## src/rtl/trap_dispatcher_if.sv

```systemverilog
// Trap dispatcher bus: retire-stage trap requests and PC in, fetch redirect and trap CSRs out.
interface trap_dispatcher_if;
    logic        ecall;
    logic        ebreak;
    logic        timer;
    logic        mret;
    logic [31:0] pc;
    logic        redirect_valid;
    logic [31:0] redirect_pc;
    logic [31:0] mepc;
    logic [31:0] mcause;
    logic        in_trap;

    modport master (
        output ecall, ebreak, timer, mret, pc,
        input  redirect_valid, redirect_pc, mepc, mcause, in_trap
    );

    modport slave (
        input  ecall, ebreak, timer, mret, pc,
        output redirect_valid, redirect_pc, mepc, mcause, in_trap
    );
endinterface

```

## src/rtl/trap_dispatcher.sv

```systemverilog
// Trap entry/return controller: arbitrates ebreak > ecall > timer, captures mepc/mcause, redirects fetch.
// Optional macro TRAP_TIMER_PENDING_EN latches timer requests seen outside IDLE.
module trap_dispatcher #(
    parameter logic [31:0] ECALL_VEC  = 32'h20,
    parameter logic [31:0] EBREAK_VEC = 32'h30,
    parameter logic [31:0] TIMER_VEC  = 32'h40
) (
    input  logic               clk,
    input  logic               rst,
    trap_dispatcher_if.slave   bus
);

    typedef enum logic [1:0] {IDLE, ENTER, HANDLER, RETURN} state_e;

    state_e      state_q, state_d;
    logic [31:0] redirect_pc_q, redirect_pc_d;
    logic [31:0] mepc_q, mepc_d;
    logic [31:0] mcause_q, mcause_d;
    logic        timer_req;

`ifdef TRAP_TIMER_PENDING_EN
    logic pending_q, pending_d;

    // Remember timer requests that arrive while busy; drop the flag once a timer trap is taken.
    always_comb begin
        pending_d = pending_q;
        if (state_q != IDLE) begin
            if (bus.timer) pending_d = 1'b1;
        end else if (!bus.ebreak && !bus.ecall && timer_req) begin
            pending_d = 1'b0;
        end
    end

    always_ff @(posedge clk or negedge rst) begin
        if (!rst) pending_q <= 1'b0;
        else      pending_q <= pending_d;
    end

    assign timer_req = bus.timer | pending_q;
`else
    assign timer_req = bus.timer;
`endif

    always_comb begin
        state_d       = state_q;
        redirect_pc_d = redirect_pc_q;
        mepc_d        = mepc_q;
        mcause_d      = mcause_q;
        case (state_q)
            IDLE: begin
                if (bus.ebreak) begin
                    state_d       = ENTER;
                    mepc_d        = bus.pc + 32'd4;
                    mcause_d      = 32'd3;
                    redirect_pc_d = EBREAK_VEC;
                end else if (bus.ecall) begin
                    state_d       = ENTER;
                    mepc_d        = bus.pc + 32'd4;
                    mcause_d      = 32'd11;
                    redirect_pc_d = ECALL_VEC;
                end else if (timer_req) begin
                    // Interrupts resume at the interrupted instruction itself.
                    state_d       = ENTER;
                    mepc_d        = bus.pc;
                    mcause_d      = 32'h8000_0007;
                    redirect_pc_d = TIMER_VEC;
                end
            end
            ENTER: state_d = HANDLER;
            HANDLER: begin
                if (bus.mret) begin
                    state_d       = RETURN;
                    redirect_pc_d = mepc_q;
                end
            end
            RETURN:  state_d = IDLE;
            default: state_d = IDLE;
        endcase
    end

    always_ff @(posedge clk or negedge rst) begin
        if (!rst) begin
            state_q       <= IDLE;
            redirect_pc_q <= 32'd0;
            mepc_q        <= 32'd0;
            mcause_q      <= 32'd0;
        end else begin
            state_q       <= state_d;
            redirect_pc_q <= redirect_pc_d;
            mepc_q        <= mepc_d;
            mcause_q      <= mcause_d;
        end
    end

    // Outputs decode straight from the state flops, so they carry no input-to-output path.
    assign bus.redirect_valid = (state_q == ENTER) || (state_q == RETURN);
    assign bus.in_trap        = (state_q == ENTER) || (state_q == HANDLER);
    assign bus.redirect_pc    = redirect_pc_q;
    assign bus.mepc           = mepc_q;
    assign bus.mcause         = mcause_q;

endmodule

```

## src/flat_wrapper.sv

```systemverilog
// flat-port wrapper written by rule: the top's interface ports become plain ports
module trap_dispatcher_flat 
#(
    parameter logic [31:0] ECALL_VEC  = 32'h20,
    parameter logic [31:0] EBREAK_VEC = 32'h30,
    parameter logic [31:0] TIMER_VEC  = 32'h40
)
  (clk, rst, bus_ecall, bus_ebreak, bus_timer, bus_mret, bus_pc, bus_redirect_valid, bus_redirect_pc, bus_mepc, bus_mcause, bus_in_trap);
  trap_dispatcher_if bus_i ();
  input  logic clk;
  input  logic rst;
  input wire logic [$bits(bus_i.ecall)-1:0] bus_ecall;
  input wire logic [$bits(bus_i.ebreak)-1:0] bus_ebreak;
  input wire logic [$bits(bus_i.timer)-1:0] bus_timer;
  input wire logic [$bits(bus_i.mret)-1:0] bus_mret;
  input wire logic [$bits(bus_i.pc)-1:0] bus_pc;
  output wire logic [$bits(bus_i.redirect_valid)-1:0] bus_redirect_valid;
  output wire logic [$bits(bus_i.redirect_pc)-1:0] bus_redirect_pc;
  output wire logic [$bits(bus_i.mepc)-1:0] bus_mepc;
  output wire logic [$bits(bus_i.mcause)-1:0] bus_mcause;
  output wire logic [$bits(bus_i.in_trap)-1:0] bus_in_trap;
  assign bus_i.ecall = bus_ecall;
  assign bus_i.ebreak = bus_ebreak;
  assign bus_i.timer = bus_timer;
  assign bus_i.mret = bus_mret;
  assign bus_i.pc = bus_pc;
  assign bus_redirect_valid = bus_i.redirect_valid;
  assign bus_redirect_pc = bus_i.redirect_pc;
  assign bus_mepc = bus_i.mepc;
  assign bus_mcause = bus_i.mcause;
  assign bus_in_trap = bus_i.in_trap;
  trap_dispatcher #(.ECALL_VEC(ECALL_VEC), .EBREAK_VEC(EBREAK_VEC), .TIMER_VEC(TIMER_VEC)) u_core (.clk(clk), .rst(rst), .bus(bus_i));
endmodule
```

## config.mk

```make
export PLATFORM = sky130hd
export DESIGN_NAME = trap_dispatcher_flat
export DESIGN_NICKNAME = d
export VERILOG_FILES = /design/src/rtl/trap_dispatcher_if.sv /design/src/rtl/trap_dispatcher.sv /design/src/flat_wrapper.sv
export SDC_FILE = /design/constraint.sdc
export NUM_CORES = 1
export LEC_CHECK = 0
export ABC_CLOCK_PERIOD_IN_PS = 2790
export BUFFER_PORTS_ARGS = -buffer_cell sky130_fd_sc_hd__buf_2
export CORE_MARGIN = 2
export CORE_UTILIZATION = 49
export DETAILED_ROUTE_END_ITERATION = 6
export PLACE_DENSITY_LB_ADDON = 0.3
export SLEW_MARGIN = 30
export SYNTH_ARGS = -nofsm -noshare
export SYNTH_HDL_FRONTEND = slang
export SYNTH_SLANG_ARGS = --single-unit
```

## constraint.sdc

```tcl
create_clock -name clk -period 2.79 [get_ports clk]
set_input_delay 0.558 -clock clk [delete_from_list [all_inputs] [get_ports clk]]
set_output_delay 0.558 -clock clk [all_outputs]
set_load 0.005 [all_outputs]
```

Yosys cells after proc, flatten, opt, wreduce, memory -nomap -nowiden
Cells that the tools add are included.

storage, ports and cells
  register bits = 98
  word-level logic and storage cells = 34
  output and inout port bits = 98
  bits of input ports = 38

cells by class
  equal/unequal tests = 5
  reductions and logical operators = 8
  mux-type cells = 16
  add/subtract/negate cells = 1

operator list
  operator                                                          number
  32-bit 2-to-1 mux                                                 10
  32-bit case mux with 2 select lines                               1
  32-bit by 3-bit adder with 32-bit output (second input constant)  1
  2-bit 2-to-1 mux                                                  4
  2-bit case mux with 4 select lines                                1
  2-bit == test (second input constant)                             2
  4-bit != test (second input constant)                             1
  2-bit AND reduction                                               2
  3-bit AND reduction                                               1
  3-bit nonzero test                                                1
  2-bit by 1-bit == test with 1-bit output (second input constant)  1
  2-bit zero test                                                   1
  1-bit logical OR                                                  2
  2-bit != test (second input constant)                             1
  2-bit nonzero test                                                1

Depth between registers and ports, before layout
Gate-level depths: netlist (run 1).

  depth in word-level cells = 4
  depth in mapped cells = 8
  depth with buffers taken out = 6

Worst setup path before layout (run 1)
No wires, ideal clock.

  kind = input to register
  start point = input bus_ecall
  end point = register u_core.redirect_pc_q[6] (netlist: u_core.bus.redirect_pc[6])
  arrival time = 2.082 ns
  required time = 2.665 ns
  stages on the path = 7
  library setup time = 0.125 ns
  setup slack = 0.583 ns
  path buffers = 3
  path through = or2_2 -> buf_2 -> nor3b_1 -> or3_1 -> clkbuf_2 -> buf_4 -> mux2_2

between the ends
  word-level cells in the longest chain between the ends = 3
  elaborated cells on any way between the ends = 5
  those cells by class = eq/ne (1); mux (3); reduce/logical (1)

RTL lines
  what                                 line                   text
  start: declaration                   flat_wrapper.sv:12     input wire logic [$bits(bus_i.ecall)-1:0] bus_ecall;
  32-bit 2-to-1 mux                    trap_dispatcher.sv:56  end else if (bus.ecall) begin
  32-bit 2-to-1 mux                    trap_dispatcher.sv:51  if (bus.ebreak) begin
  32-bit case mux with 2 select lines  trap_dispatcher.sv:49  case (state_q)
  end signal: assignment               trap_dispatcher.sv:89  redirect_pc_q <= redirect_pc_d;
  end: declaration                     trap_dispatcher.sv:16  logic [31:0] redirect_pc_q, redirect_pc_d;

Several ways; a longest one is shown, not always the timed one.
A chain may end at the register's enable or synchronous reset.

Worst setup path after layout (run 1)
  start point = register u_core.state_q[0]
  end point = register u_core.redirect_pc_q[2] (netlist: u_core.bus.redirect_pc[2])

between the ends
  word-level cells in the longest chain between the ends = 3
  elaborated cells on any way between the ends = 7
  those cells by class = eq/ne (3); mux (1); reduce/logical (3)

RTL lines
  what                                                          line                   text
  start: declaration                                            trap_dispatcher.sv:15  state_e state_q, state_d;
  start signal: assignment                                      trap_dispatcher.sv:88  state_q <= state_d;
  2-bit == test / 2-bit zero test (equally long branches)       trap_dispatcher.sv:49
  2-bit != test (no source line), or another cell as far along  -
  3-bit AND reduction (no source line)                          -

Several ways; a longest one is shown, not always the timed one.

==> metrics, run 1 <==
cell count of the worst reg-to-reg path 6; status finished clean; Most used DFF post-synth dfrtp_1; pwr dens approximately 1000 mW/mm2; mux share of post-synthesis cell area 2.21%; number of global-route vias before repair 2746; die width a little under 90 um; Initial Utilization 51.1%; CP Capture Type flop; IO Port Bufs 108; Simple-Gate Fraction of Synth Area 15.8%; Clock Tree Buf Depth 2; post-synthesis cell area 0.00351 mm2; GR Util All Layers 21.7%; Cell Area, Placed 0.00403 mm2; crit-path max cell delay between 0.4 and 0.5 ns; Clk pwr share 20.5%; Psw 1600 uW; clock latency on the worst-skew pair 0.35 ns; Worst EP arrival 2.44 ns; Final period util 77.4%; crit path kind flop to flop; antenna violations before repair 0; combinational family with the most area after synthesis compound AO/OA/AOI/OAI gates; fmax 463 MHz; Clock Skews 0.00981 ns; synth unique cells 43; worst path cell trace inv_1, ha_1, nor3b_1, or3_1, buf_4, a22o_1; Slowest-stage cell, CP nor3b_1; Final Net Count 491; Syn Area/Cell ~10 um2; via count 2980; CTS Root Buffer Type clkbuf_8; sequential area share after synthesis approximately 50%; Setup violations, final 0; CTS H-tree lvls 3; hold slack slightly below 0.3 ns; Sw Share between 30% and 40%; Most Used Layer, Global Route met2; Initial DRC Count 131; Post-Syn Instances between 300 and 400; register share of total power 40.3%; Rel. slew slack 45.7%; PostCTS Resize Cnt 0; worst reg2reg startpoint u_core.state_q[0]; xor/xnor share of the synthesized area under 10%; leakage power total 0.00204 uW; ys async rst share 100%; Design Area, Final 0.00425 mm2; TritonCTS Sinks 69; Setup Buffers After CTS 0; R2R Setup Slk about 0.63 ns; DRT Pass-1 Iters 4; CP required between 3 and 4 ns; number of CTS-inserted buffers 9; adder-cell share of the synthesized area 2.14%; Die Footprint 0.00786 mm2; core area 0.00687 mm2; Comb pwr share 39.2%; Synth area leader dfrtp_1; maxcap violations 0; unrepaired setup endpoints after global routing no; crit-path max FO 17; Detail Route Antenna Nets 0; M1 GR Usage 28.1%; Post-synth top cells dfrtp_1 (69), nand2_1 (33), buf_4 (30); Yosys Warn Count 0; reg2reg end u_core.bus.redirect_pc[2]; Vias/cell between 5 and 6; WL/cell 15.2 um; Fin. Hold Viols 0; die height 88.6 um; # rows 30; Residual DRC 0; gr ovfl total 0; Total Wirelength 8350 um; flops & latches, synth 69; setup TNS 0 ns; largest net degree at the start of global routing 37; met2 Usage GRT 35.5%; IO Pins 136; Synth area leaders dfrtp_1 (49%), a22o_1 (7.2%), buf_4 (6.4%), nand2_1 (3.5%), xnor2_1 (2.7%); number of synthesized flops with an enable pin 0; Antenna diodes 0; count of final max-slew check failures 0; GR met3 Demand/Resource roughly 4%; Area growth syn-to-layout 21.0%; Final min period 2.16 ns; share of layout cells above drive strength 1 32.5%; TritonCTS clock tree built; VDD IR-drop max about 0.65 mV; CP Launch Type flop; worst slew pin tran 0.814 ns; most frequent cell after synthesis dfrtp_1; placer congestion estimate 0.857; post-synthesis compound-gate area fraction 17.5%; first-pass GRT wire length 13100 um; HP Class input pin to async pin; clock slew at reported path FFs 0.08 ns; Synth top area share between 40% and 50%; Int Power 2790 uW; cts hold-fix bufs 0; post-DP HPWL 6170 um
==> cell families (layout without fill, tap and decap cells) <==
logic type | count (synthesis) | in the layout
AO/OA/AOI/OAI | 83 | 83
XOR/XNOR | 13 | 13
adder cells (fa/ha/maj) | 6 | 6
buffers and inverters | 58 | 140
flip-flops | 69 | 69
multiplexers | 7 | 7
other | 1 | 27
AND/OR/NAND/NOR | 107 | 107
==> final cells by class <==
cell class | instances | area (um2)
Timing Repair Buffer | 116 | 613
Tap cell | 96 | 120
Clock inverter | 6 | 87.6
Multi-Input combinational cell | 243 | 1540
Fill cell | 639 | 2620
Sequential cell | 69 | 1730
Clock buffer | 10 | 128
Inverter | 8 | 30.0
==> sequential cells by signal (all words and copies together) (netlist names) <==
register                count
u_core.bus.mepc            32
u_core.bus.redirect_pc     32
u_core.bus.mcause           3
u_core.state_q              2
==> power by group through the flow <==
stage / clock network (uW) / logic (uW) / registers, uW
finish: 899 / 1730 / 1770
global route: 955 / 1940 / 1830
CTS: 899 / 1760 / 1770
detailed placement: 0 / 1750 / 1790
global placement: 0 / 1680 / 1770
floorplan: 0 / 992 / 1780
==> how the worst max path moves through the flow <==
| stage | from | end | slack, ns | cells past startpoint |
|---|---|---|---|---|
| floorplan | bus_ecall | u_core.bus.redirect_pc[6] | 0.58 | 7 |
| global placement | bus_ebreak | u_core.bus.mepc[31] | 0.44 | 5 |
| detailed placement | bus_ecall | u_core.bus.redirect_pc[2] | 0.37 | 6 |
| CTS | u_core.state_q[0] | u_core.bus.redirect_pc[19] | 0.61 | 6 |
| global route | u_core.state_q[1] | u_core.bus.redirect_pc[19] | 0.47 | 6 |
| finish | u_core.state_q[0] | u_core.bus.redirect_pc[2] | 0.63 | 6 |
==> per-layer routing <==
layer	wire length, um	part of all wire, %
met1	3740	45
met2	4010	48
met3	443	5.3
met4	158	1.9
met5	0	0
==> worst max-delay path: cells and delay by family (launching register included) <==
family | cells | cell delay (ns)
and+or+nand+nor | 2 | 0.77
DFF | 1 | 0.42
buffers and inverters | 2 | 0.38
adders and majority gates | 1 | 0.33
AOI/OAI and AO/OA | 1 | 0.18
==> per-stage QoR <==
step	power (uW)	util [%]	std cells	setup slack, ns
after floorplan	2770	-	370	0.583
after global placement	3450	58.7	532	0.440
after detailed placement	3540	58.7	532	0.366
after CTS	4430	61.8	548	0.607
after global routing	4720	61.8	548	0.469
final	4400	61.8	548	0.631
==> layout by cell type (no fill, tap or decap), types with 6 or more instances in the layout <==
cell type,instances
o31ai_1,9
conb_1,27
clkbuf_8,9
buf_4,7
o21ai_0,15
nand2_1,33
a31oi_1,14
inv_1,8
nand3_1,9
ha_1,6
or4_1,12
a22o_1,29
buf_2,108
mux2_2,6
nor2_1,19
dfrtp_1,69
xnor2_1,11
nand4_1,9
Note: power is estimated with default switching activity, not from simulation.
==> run 2, diff against run 1 <==
- ABC_CLOCK_PERIOD_IN_PS: 2790 -> 2040
- clock period: 2.79 -> 2.04 ns (I/O delays scaled with it)
==> run 2 against run 1 <==
Against the previous run: sequential share of layout area decreased by 2.2 points; final cell count increased by 5.5%; clock power increased by 18%; register-to-register slack got worse by 0.49 ns; critical path type unchanged; clock skew decreased by 0.0038 ns.
==> metrics, run 2 (synthesis results as in run 1) <==
status finished clean; CTS H-tree lvls 3; pwr dens 1330 mW/mm2; number of CTS-inserted buffers 9; share of layout cells above drive strength 1 36.9%; antenna violations before repair 0; total chip power 5980 uW; Design Area, Final 0.00449 mm2; # rows 30; Antenna diodes 0; CP Capture Type flop; Initial Utilization 51.1%; IO Port Bufs 108; CP required 2.27 ns; Setup Buffers After CTS 0; die width a little under 90 um; Area growth syn-to-layout 27.8%; IO Pins 136; Final min period 1.90 ns; Clock Skews 0.00603 ns; Hold EP u_core.bus.mepc[1]; Initial DRC Count 221; leakage power total 0.00219 uW; count of final max-slew check failures 0; die height 88.6 um; Hold Path Depth 3; clock latency on the worst-skew pair 0.34 ns; fmax roughly 530 MHz; Fin. Hold Viols 0; Final period util just over 90%; Worst EP arrival 2.13 ns; Detail Route Antenna Nets 0; Cell Area, Placed 0.00429 mm2; first-pass GRT wire length 13300 um; commonest cells after routing, fill and taps aside buf_2 (108), dfrtp_1 (69), buf_4 (34), nand2_1 (33), a22o_1 (29); final core utilization between 60% and 70%; Die Footprint a little under 0.008 mm2; most common cell after layout, fill and taps aside buf_2; min-delay src bus_pc[1]; CP Launch Type flop; Total Wirelength 8450 um; unrepaired setup endpoints after global routing no; Final Net Count 522; number of global-route vias before repair 2724; worst reg2reg startpoint u_core.state_q[0]; core area 0.00687 mm2; Fill cells 579; worst slew pin tran ~0.53 ns; TritonCTS clock tree built; crit-path max FO 20; clock slew at reported path FFs 0.07 ns; crit path kind flop to flop; hold slack 0.269 ns; gr ovfl total 0; largest net degree at the start of global routing 30; reg2reg end u_core.bus.redirect_pc[15]; Rel. slew slack 64.9%; post-DP HPWL 6440 um; VDD IR-drop max 0.944 mV; cell count of the worst reg-to-reg path 6; HP Class input pin to flop; GR Util All Layers 21.8%; Setup violations, final 0; CTS Root Buffer Type clkbuf_8; TritonCTS Sinks approximately 70; Clock Tree Buf Depth 2; Vias/cell 5.28; Residual DRC 0; maxcap violations 0; via count 3054; DRT Pass-1 Iters 4; WL/cell 14.6 um; placer congestion estimate around 0.86; R2R Setup Slk around 0.14 ns
## run 2: final cells by class
class	count	area (um2)	area share (%)
well taps	96	120	2.68
multi-input cells	243	1550	34.6
repair buffers	147	877	19.6
flip-flops and latches	69	1730	38.5
clock buffers	10	128	2.85
clock inverters	5	52.6	1.17
inverters	8	30.0	0.669
## run 2: worst max-delay path, stage by stage (launching register included)
cell and delay [ns]:
dfrtp_1 0.40, inv_1 0.10, ha_1 0.23, nor3b_2 0.18, or3_4 0.43, buf_6 0.18
a22o_1 0.24
## run 2: worst max-delay path by stage
stage | start | end | slack [ns] | cells past startpoint
floorplan | bus_pc[2] | u_core.bus.mepc[22] | 0.02 | 6
global placement | bus_pc[2] | u_core.bus.mepc[30] | -0.07 | 6
detailed placement | bus_pc[2] | u_core.bus.mepc[26] | -0.13 | 6
CTS | u_core.state_q[0] | u_core.bus.redirect_pc[12] | 0.03 | 6
global route | u_core.state_q[0] | u_core.bus.redirect_pc[18] | 0.05 | 6
finish | u_core.state_q[0] | u_core.bus.redirect_pc[15] | 0.14 | 6
## run 2: metal layers
layer | part of all wire, % | GRT usage (%) | wire, um | vias to the layer above
met5 | 0 | 0 | 0 | -
li1 | - | - | - | 1471
met4 | 0.86 | 8.82 | 73 | 0
met3 | 6.0 | 4.76 | 508 | 5
met2 | 49 | 34.4 | 4170 | 110
met1 | 44 | 29.3 | 3700 | 1468
## run 2: power breakdown
| part | internal [uW] | total [uW] | switching (uW) |
|---|---|---|---|
| logic | 1260 | 2510 | 1250 |
| registers | 1990 | 2410 | 419 |
| clock network | 552 | 1060 | 509 |
## run 2: repair_timing
item	in CTS	in global routing
pin swaps	0	0
hold buffers	1	0
setup endpoints to repair	6	29
resized for setup	1	1
endpoints found under the hold margin	9	0
## run 2: metrics by stage
stage               TNS [ns]  cells  worst slack (ns)
global placement      -0.794    562           -0.0692
floorplan                  0    370            0.0189
detailed placement     -2.05    562            -0.134
finish                     0    578             0.141
CTS                        0    578            0.0324
global route               0    578            0.0510
